$ cat config.mk
export PLATFORM = sky130hd
export DESIGN_NAME = cic_decim_mc
export DESIGN_NICKNAME = d
export VERILOG_FILES = /design/src/rtl/cic_pkg.sv /design/src/rtl/cic_lane.sv /design/src/rtl/cic_decim_mc.sv
export SDC_FILE = /design/constraint.sdc
export NUM_CORES = 1
export LEC_CHECK = 0
export CORE_ASPECT_RATIO = 1.2
export CORE_MARGIN = 4
export CORE_UTILIZATION = 55
export DETAILED_ROUTE_END_ITERATION = 16
export GPL_TIMING_DRIVEN = 0
export PLACE_DENSITY = 0.72
export SLEW_MARGIN = 20
export SYNTH_ARGS = -nofsm -noshare
export SYNTH_HDL_FRONTEND = slang
export SYNTH_SLANG_ARGS = --single-unit
$ cat constraint.sdc
create_clock -name clk -period 3.75 [get_ports clk]
set_input_delay 0.75 -clock clk [delete_from_list [all_inputs] [get_ports clk]]
set_output_delay 0.75 -clock clk [all_outputs]
set_load 0.02 [all_outputs]
$ cat src/rtl/cic_pkg.sv
// Shared width and shift helpers for the multi-channel CIC decimator.
// Output rounding is selected by the CIC_OUT_ROUND_EN macro in cic_lane.
package cic_pkg;

  function automatic int acc_width(input int in_w, input int stages, input int rate);
    return in_w + stages * $clog2(rate);
  endfunction

  function automatic bit is_pow2(input int n);
    return (n > 0) && ((n & (n - 1)) == 0);
  endfunction

  function automatic int shift_amt(input int acc_w, input int out_w);
    return acc_w - out_w;
  endfunction

endpackage

$ cat src/rtl/cic_lane.sv
// Single-channel CIC datapath: integrator chain, comb chain, output scaling.
// CIC_OUT_ROUND_EN selects round-half-up scaling; default is truncation toward -inf.
module cic_lane
  import cic_pkg::*;
#(
  parameter int IN_W   = 16,
  parameter int OUT_W  = 16,
  parameter int STAGES = 3,
  parameter int RATE   = 8
) (
  input  logic                clk,
  input  logic                rstn,
  input  logic                in_valid,
  input  logic [IN_W-1:0]     in_data,
  input  logic                dec_en,
  input  logic [STAGES-1:0]   comb_en,
  input  logic                out_en,
  output logic [OUT_W-1:0]    out_data
);

  localparam int ACC_W = acc_width(IN_W, STAGES, RATE);
  localparam int SH    = shift_amt(ACC_W, OUT_W);

  logic signed [ACC_W-1:0] integ   [STAGES];
  logic signed [ACC_W-1:0] comb    [STAGES];
  logic signed [ACC_W-1:0] dly     [STAGES];
  logic signed [ACC_W-1:0] comb_in [STAGES];
  logic signed [ACC_W-1:0] dec_reg;
  logic signed [ACC_W-1:0] in_ext;
  logic        [OUT_W-1:0] scaled;

  always_comb begin
    in_ext = {{(ACC_W-IN_W){in_data[IN_W-1]}}, in_data};
    comb_in[0] = dec_reg;
    for (int unsigned k = 1; k < STAGES; k++) comb_in[k] = comb[k-1];
  end

`ifdef CIC_OUT_ROUND_EN
  if (SH > 0) begin : g_round
    localparam logic signed [ACC_W:0] HALF = (ACC_W+1)'(1) << (SH - 1);
    logic signed [ACC_W:0] rsum;
    always_comb begin
      rsum   = $signed({comb[STAGES-1][ACC_W-1], comb[STAGES-1]}) + HALF;
      scaled = OUT_W'(rsum >>> SH);
    end
  end else begin : g_pass
    always_comb scaled = comb[STAGES-1][OUT_W-1:0];
  end
`else
  always_comb scaled = OUT_W'(comb[STAGES-1] >>> SH);
`endif

  // Integrators use pre-update values of the previous stage; wrap-around is intended.
  always_ff @(posedge clk or negedge rstn) begin
    if (!rstn) begin
      for (int unsigned k = 0; k < STAGES; k++) begin
        integ[k] <= '0;
        comb[k]  <= '0;
        dly[k]   <= '0;
      end
      dec_reg  <= '0;
      out_data <= '0;
    end else begin
      if (in_valid) begin
        integ[0] <= integ[0] + in_ext;
        for (int unsigned k = 1; k < STAGES; k++) integ[k] <= integ[k] + integ[k-1];
      end
      if (dec_en) dec_reg <= integ[STAGES-1];
      for (int unsigned k = 0; k < STAGES; k++) begin
        if (comb_en[k]) begin
          comb[k] <= comb_in[k] - dly[k];
          dly[k]  <= comb_in[k];
        end
      end
      if (out_en) out_data <= scaled;
    end
  end

endmodule

$ cat src/rtl/cic_decim_mc.sv
// Multi-channel CIC decimator: shared phase counter, decimation strobe and comb valid pipe.
// Optional round-half-up output scaling via CIC_OUT_ROUND_EN.
module cic_decim_mc
  import cic_pkg::*;
#(
  parameter int IN_W     = 16,
  parameter int OUT_W    = 16,
  parameter int STAGES   = 3,
  parameter int RATE     = 8,
  parameter int CHANNELS = 2
) (
  input  logic                        clk,
  input  logic                        rstn,
  input  logic [CHANNELS*IN_W-1:0]    in_data,
  input  logic                        in_valid,
  output logic [CHANNELS*OUT_W-1:0]   out_data,
  output logic                        out_valid,
  output logic [$clog2(RATE)-1:0]     phase
);

  localparam int PW = $clog2(RATE);

  if (!is_pow2(RATE) || RATE < 2) begin : g_bad_rate
    $fatal(1, "cic_decim_mc: RATE must be a power of 2 and >= 2");
  end
  if (STAGES < 1 || CHANNELS < 1) begin : g_bad_size
    $fatal(1, "cic_decim_mc: STAGES and CHANNELS must be >= 1");
  end
  if (OUT_W > acc_width(IN_W, STAGES, RATE)) begin : g_bad_outw
    $fatal(1, "cic_decim_mc: OUT_W must not exceed the accumulator width");
  end

  logic              strobe;
  logic [STAGES:0]   vld;

  assign strobe = in_valid && (phase == PW'(RATE - 1));

  // vld[k] enables comb k; vld[STAGES] loads the output register.
  always_ff @(posedge clk or negedge rstn) begin
    if (!rstn) begin
      phase     <= '0;
      vld       <= '0;
      out_valid <= 1'b0;
    end else begin
      if (in_valid) phase <= phase + PW'(1);
      vld       <= {vld[STAGES-1:0], strobe};
      out_valid <= vld[STAGES];
    end
  end

  for (genvar c = 0; c < CHANNELS; c++) begin : g_lane
    cic_lane #(
      .IN_W   (IN_W),
      .OUT_W  (OUT_W),
      .STAGES (STAGES),
      .RATE   (RATE)
    ) u_lane (
      .clk      (clk),
      .rstn     (rstn),
      .in_valid (in_valid),
      .in_data  (in_data[c*IN_W +: IN_W]),
      .dec_en   (strobe),
      .comb_en  (vld[STAGES-1:0]),
      .out_en   (vld[STAGES]),
      .out_data (out_data[c*OUT_W +: OUT_W])
    );
  end

endmodule

==> impl_metrics.yaml, run 1 <==
status:
  status: "complete, no violations"
drt:
  first_iter_violations: 1198
  viasPerCell: 5.73
  wl_per_cell_microns: 16.5
  drc: 0
  wl_microns: 68200
  ant_nets: 0
  drt-pass1-iter-count: 5
  dr_total_vias: 23700
final_layout:
  antenna_cells: 0
  layout-drive-gt1-share: 0.124
  reg_top3: "g_lane.u_lane.dly x150, g_lane.u_lane.integ x150, g_lane.u_lane.comb x132"
  fin_nets: 3687
  area_growth_pct: 11.4
placed_design:
  hpwl_microns: 51900
  gp_congestion: 0.909
  io_buffers: 69
logic_synthesis:
  yosysTopAreaCell: "dfrtp_1"
  synth_area_leaders: "dfrtp_1 (41%), ha_1 (11%), mux2_2 (10%)"
  async_reset_ff_frac: 1.00
  ys_types: 82
  yosys_warnings: 0
  synthesis.nets: 3556
  netlist_area_sq_um: 32100
  synth_cells: 3223
  synth_area_per_cell_sq_um: 9.97
  ys_seq_elements: 522
  synth-seq-area-share: 0.406
  yosysTopAreaCellShare: 0.406
  synth_flop_cell: "dfrtp_1"
  synth_edf_count: 0
floorplanning:
  io_pins: 71
  die_h_microns: 273
  die_area_sq_um: 62400
  die_w_microns: 229
  rows: 96
  initial_core_util: 0.559
  core_area_sq_um: 57500
timing:
  fmax_mhz: 280
  finalCriticalPeriod_ps: 3570
  fin_crit_sh: 0.952
  finalHoldViolCount: 0
  setup_viol: 0
  hold_slack_ps: 39.8
  tightest_slew_ps: 925
  drv_slew: 0
  max-slew-margin-rel: 0.384
  fin_setup_tns_ps: 0
  fin_skew_ps: 10.5
grt:
  grt_overflow: 0
  grt_max_degree: 107
  grt_pass1_wl_microns: 116000
  grt_use_total: 0.218
  grt_pass1_vias: 24000
  antenna_found_initial: 0
worst_setup_path:
  path_cells: "ha_1, fa_1, a21o_1, a21oi_1, o211a_1, o21ai_0, o31ai_2, o31ai_1, a221oi_1, xnor2_1, nand2_1, xnor2_1"
  path_class: "reg -> reg"
  critPathMaxFanout: 3
  cp.arrival_ps: 4050
  cp_common_cell: "xnor2_1"
  crit_slowest_cell: "dfrtp_1"
  crit_path_end_kind: "register"
  critPathRequiredTime_ps: 4230
  cp-start-kind: "register"
  worst-path-buf-inv: 0
  critical_path.top_delay_family: "compound AO/OA/AOI/OAI gates"
  slowest_delay_ps: 470
clock_network:
  clkSinkCount: 522
  numCtsBuffers: 54
  cts_tree: "built"
  root_buffer: "clkbuf_16"
  path_clk_slew_ps: 70
  htreeDepth: 2
  cts_setup_buffers: 0
  clk_latency_ps: 600
  cts_max_path_buffers: 3
  cts-resized-gates: 0
  hold_buffers: 0
worst_hold_path:
  hold_class: "in -> async"
flow_run:
  timing.max_cap.violations: 0
[area by class of cell]
| cell class | count | area (sq um) |
|---|---|---|
| sequential | 522 | 13100 |
| multi-input combinational | 2386 | 17900 |
| clock inverter | 27 | 293 |
| buffer | 99 | 372 |
| inverter | 216 | 811 |
| fill | 4681 | 21700 |
| timing repair buffer | 75 | 861 |
| clock buffer | 73 | 1580 |
| tap | 735 | 920 |
[path summary, 6_finish.rpt]
| check | start | endpoint | slack [ps] | cells after the start |
|---|---|---|---|---|
| setup / recovery | g_lane[0].u_lane.integ[0] | g_lane[0].u_lane.integ[24] | 180 | 12 |
| max in group asynchronous | rstn | g_lane[1].u_lane.dec_reg[9] | 2430 | 3 |
| min in group clk | vld[3] | out_valid | 370 | 0 |
| hold / removal | rstn | g_lane[0].u_lane.integ[56] | 40 | 1 |
| hold reg to reg | vld[3] | out_valid | 370 | 0 |
| setup reg to reg | g_lane[0].u_lane.integ[0] | g_lane[0].u_lane.integ[24] | 180 | 12 |
[synthesized netlist by cell type (19+ instances only)]
cell type	n
dfrtp_1	522
mux2_2	292
ha_1	288
nand2_1	278
o21ai_0	256
inv_1	214
a21oi_1	211
xnor2_1	161
nor2_1	152
a21o_1	134
clkbuf_1	88
xor2_1	73
nor3_1	45
nand2b_1	40
nand3_1	39
o21bai_1	38
o21a_1	35
nand4_1	31
nor2b_1	26
a31oi_1	25
o31ai_1	25
and3_1	19
[metal layers]
layer | track usage | wire length, microns | vias to the layer above
li1 | - | - | 11800
met1 | 0.268 | 29600 | 11400
met2 | 0.403 | 34800 | 375
met3 | 0.0264 | 2040 | 134
met4 | 0.0601 | 1840 | 0
met5 | 0 | 0 | -
[cells by family after synthesis]
logic type	after synthesis	synth area share
compound gates	871	0.173
simple gates	686	0.0982
flops	522	0.406
buf+inv	315	0.0368
fa+ha+maj	298	0.118
mux	297	0.104
xor+xnor	234	0.0638
[cells in the final DEF, fill, tap and decap left out, drive strengths merged, types with 36 or more instances in the layout]
master	n
a21oi	212
dfrtp	522
xnor2	161
nand3	39
o21ai	269
a21o	134
o21a	36
clkdlybuf4s50	68
mux2	293
inv	216
o21bai	38
ha	288
nor2	152
nand2b	40
nand2	278
nor3	45
xor2	73
clkbuf	161
[through the flow]
stage | worst slack, ps | instances | util | instance area [sq um]
global placement | -20510 | 4027 | 0.587 | 33800
finish | 182 | 4133 | 0.622 | 35800
CTS | 39.0 | 4133 | 0.622 | 35800
floorplan | 537 | 3223 | - | 32100
detailed placement | -384 | 4033 | 0.590 | 33900
global route | -4.24 | 4133 | 0.622 | 35800
Power of run 1 is left out: the tool's default activity adds up to more than one toggle a clock period on the data nets, which glitch-free logic cannot reach.
==> run 2: changes to the inputs <==
Settings changed: PLACE_DENSITY 0.72 to 0.79.
==> run 2 against run 1 <==
Largest cell class unchanged. Count of clock-buffer cells in the layout fell by 5. Final cell count fell by 0.12%. Clock skew rose by 1.0 ps. Hold slack improved by 340 ps. Maximum frequency rose by 1.9%. Sequential share of layout area fell by 0.12 points. Wire length fell by 2.5%.
==> impl_metrics.yaml, run 2 (same netlist as run 1, synthesis figures left out) <==
status:
  status: "complete, no violations"
worst_setup_path:
  critical_path.top_delay_family: "compound AO/OA/AOI/OAI gates"
  path_cells: "ha_1, fa_1, a21o_1, a21oi_1, o211a_1, o21ai_0, o31ai_2, o31ai_1, a221oi_1, xnor2_1, nand2_1, xnor2_1"
  crit_slowest_cell: "dfrtp_1"
  critPathRequiredTime_ps: 4240
  r2r-end: "g_lane[0].u_lane.integ[24]"
  crit_path_end_kind: "register"
  crit_path_start: "g_lane[0].u_lane.integ[0]"
  cp.arrival_ps: 3990
  critPathMaxFanout: 3
  r2r_slack_ps: 250
  path_class: "reg -> reg"
  rr_startpoint: "g_lane[0].u_lane.integ[0]"
  rr_worst_depth: 12
  worst-path-buf-inv: 0
  slowest_delay_ps: 450
  cp-start-kind: "register"
  cp_common_cell: "xnor2_1"
placed_design:
  hpwl_microns: 49700
  gp_congestion: 0.872
  io_buffers: 69
  postPlaceCellArea_sq_um: 33900
floorplanning:
  core_area_sq_um: 57500
  initial_core_util: 0.559
  die_w_microns: 229
  io_pins: 71
  die_h_microns: 273
  rows: 96
  die_area_sq_um: 62400
worst_hold_path:
  hold_depth: 0
  min_from: "vld[3]"
  hold_class: "reg -> reg"
  holdPathEnd: "out_valid"
timing:
  setup_viol: 0
  max-slew-margin-rel: 0.390
  finalCriticalPeriod_ps: 3500
  fmax_mhz: 286
  finalHoldViolCount: 0
  fin_skew_ps: 11.5
  drv_slew: 0
  fin_crit_sh: 0.933
  tightest_slew_ps: 914
  rsz0062_at_grt: "no"
grt:
  grt_pass1_wl_microns: 114000
  grt_pass1_vias: 23500
  grt_use_total: 0.213
  antenna_found_initial: 0
  grt_max_degree: 101
  grt_overflow: 0
drt:
  ant_nets: 0
  drc: 0
  viasPerCell: 5.69
  wl_per_cell_microns: 16.1
  dr_total_vias: 23500
  drt-pass1-iter-count: 5
  wl_microns: 66500
  first_iter_violations: 1234
clock_network:
  root_buffer: "clkbuf_16"
  numCtsBuffers: 53
  cts_tree: "built"
  clkSinkCount: 522
  clk_latency_ps: 600
  cts_max_path_buffers: 3
  path_clk_slew_ps: 60
  htreeDepth: 2
final_layout:
  final_area_sq_um: 35900
  reg_top3: "g_lane.u_lane.dly x150, g_lane.u_lane.integ x150, g_lane.u_lane.comb x132"
  layout.cells.most_common: "dfrtp_1"
  mostFrequentLayoutCells: "dfrtp_1 (522), mux2_2 (292), ha_1 (288), nand2_1 (278), o21ai_0 (256)"
  antenna_cells: 0
  fin_nets: 3687
  layout-drive-gt1-share: 0.123
  area_growth_pct: 11.8
  utilization: 0.624
flow_run:
  timing.max_cap.violations: 0
## run 2: changes by cell type in the layout (fill, tap and decap cells not counted), moves of 3 or more
cell	previous run	this run
bufinv_16	5	14
clkinv_2	12	8
clkinv_4	4	0
clkbuf_8	9	6
## run 2: what timing repair did
action                                 in CTS  in global routing
buffers inserted                            0                  0
resized for setup                           0                  3
endpoints found under the hold margin      26                  0
setup endpoints to repair                   0                  3
hold buffers                                1                  0
## run 2: layout make-up
class	count	area, sq um
Inverter	216	811
Fill cell	4595	21600
Timing Repair Buffer	76	871
Sequential cell	522	13100
Clock inverter	26	492
Multi-Input combinational cell	2386	17900
Buffer	99	372
Tap cell	735	920
Clock buffer	68	1490
## run 2: metal layers
metal | up-vias | routed length (microns) | track usage
met2 | 362 | 33500 | 0.391
li1 | 11800 | - | -
met1 | 11200 | 29000 | 0.263
met5 | - | 0 | 0
met3 | 121 | 1950 | 0.0281
met4 | 0 | 2040 | 0.0638
## run 2: worst max path at each step
stage / to / slack [ps] / cells after the start
6_report: g_lane[0].u_lane.integ[24] / 250 / 12
2_1_floorplan: g_lane[1].u_lane.integ[72] / 540 / 12
4_1_cts: g_lane[0].u_lane.integ[24] / 90 / 12
3_5_place_dp: g_lane[0].u_lane.integ[72] / -310 / 13
3_3_place_gp: g_lane[0].u_lane.comb[12] / -20770 / 1
5_1_grt: g_lane[0].u_lane.comb[45] / 60 / 13
## run 2: per-stage QoR
| step | setup TNS [ps] | hold WS, ps | cells | worst slack (ps) |
|---|---|---|---|---|
| after CTS | 0 | 380 | 4128 | 90.4 |
| after floorplan | 0 | 352 | 3223 | 537 |
| after global placement | - | 355 | 4027 | -20770 |
| final | 0 | 378 | 4128 | 250 |
| after global routing | 0 | 394 | 4128 | 57.7 |
| after detailed placement | -1870 | 365 | 4033 | -311 |
Power of run 2 is left out for the same reason.
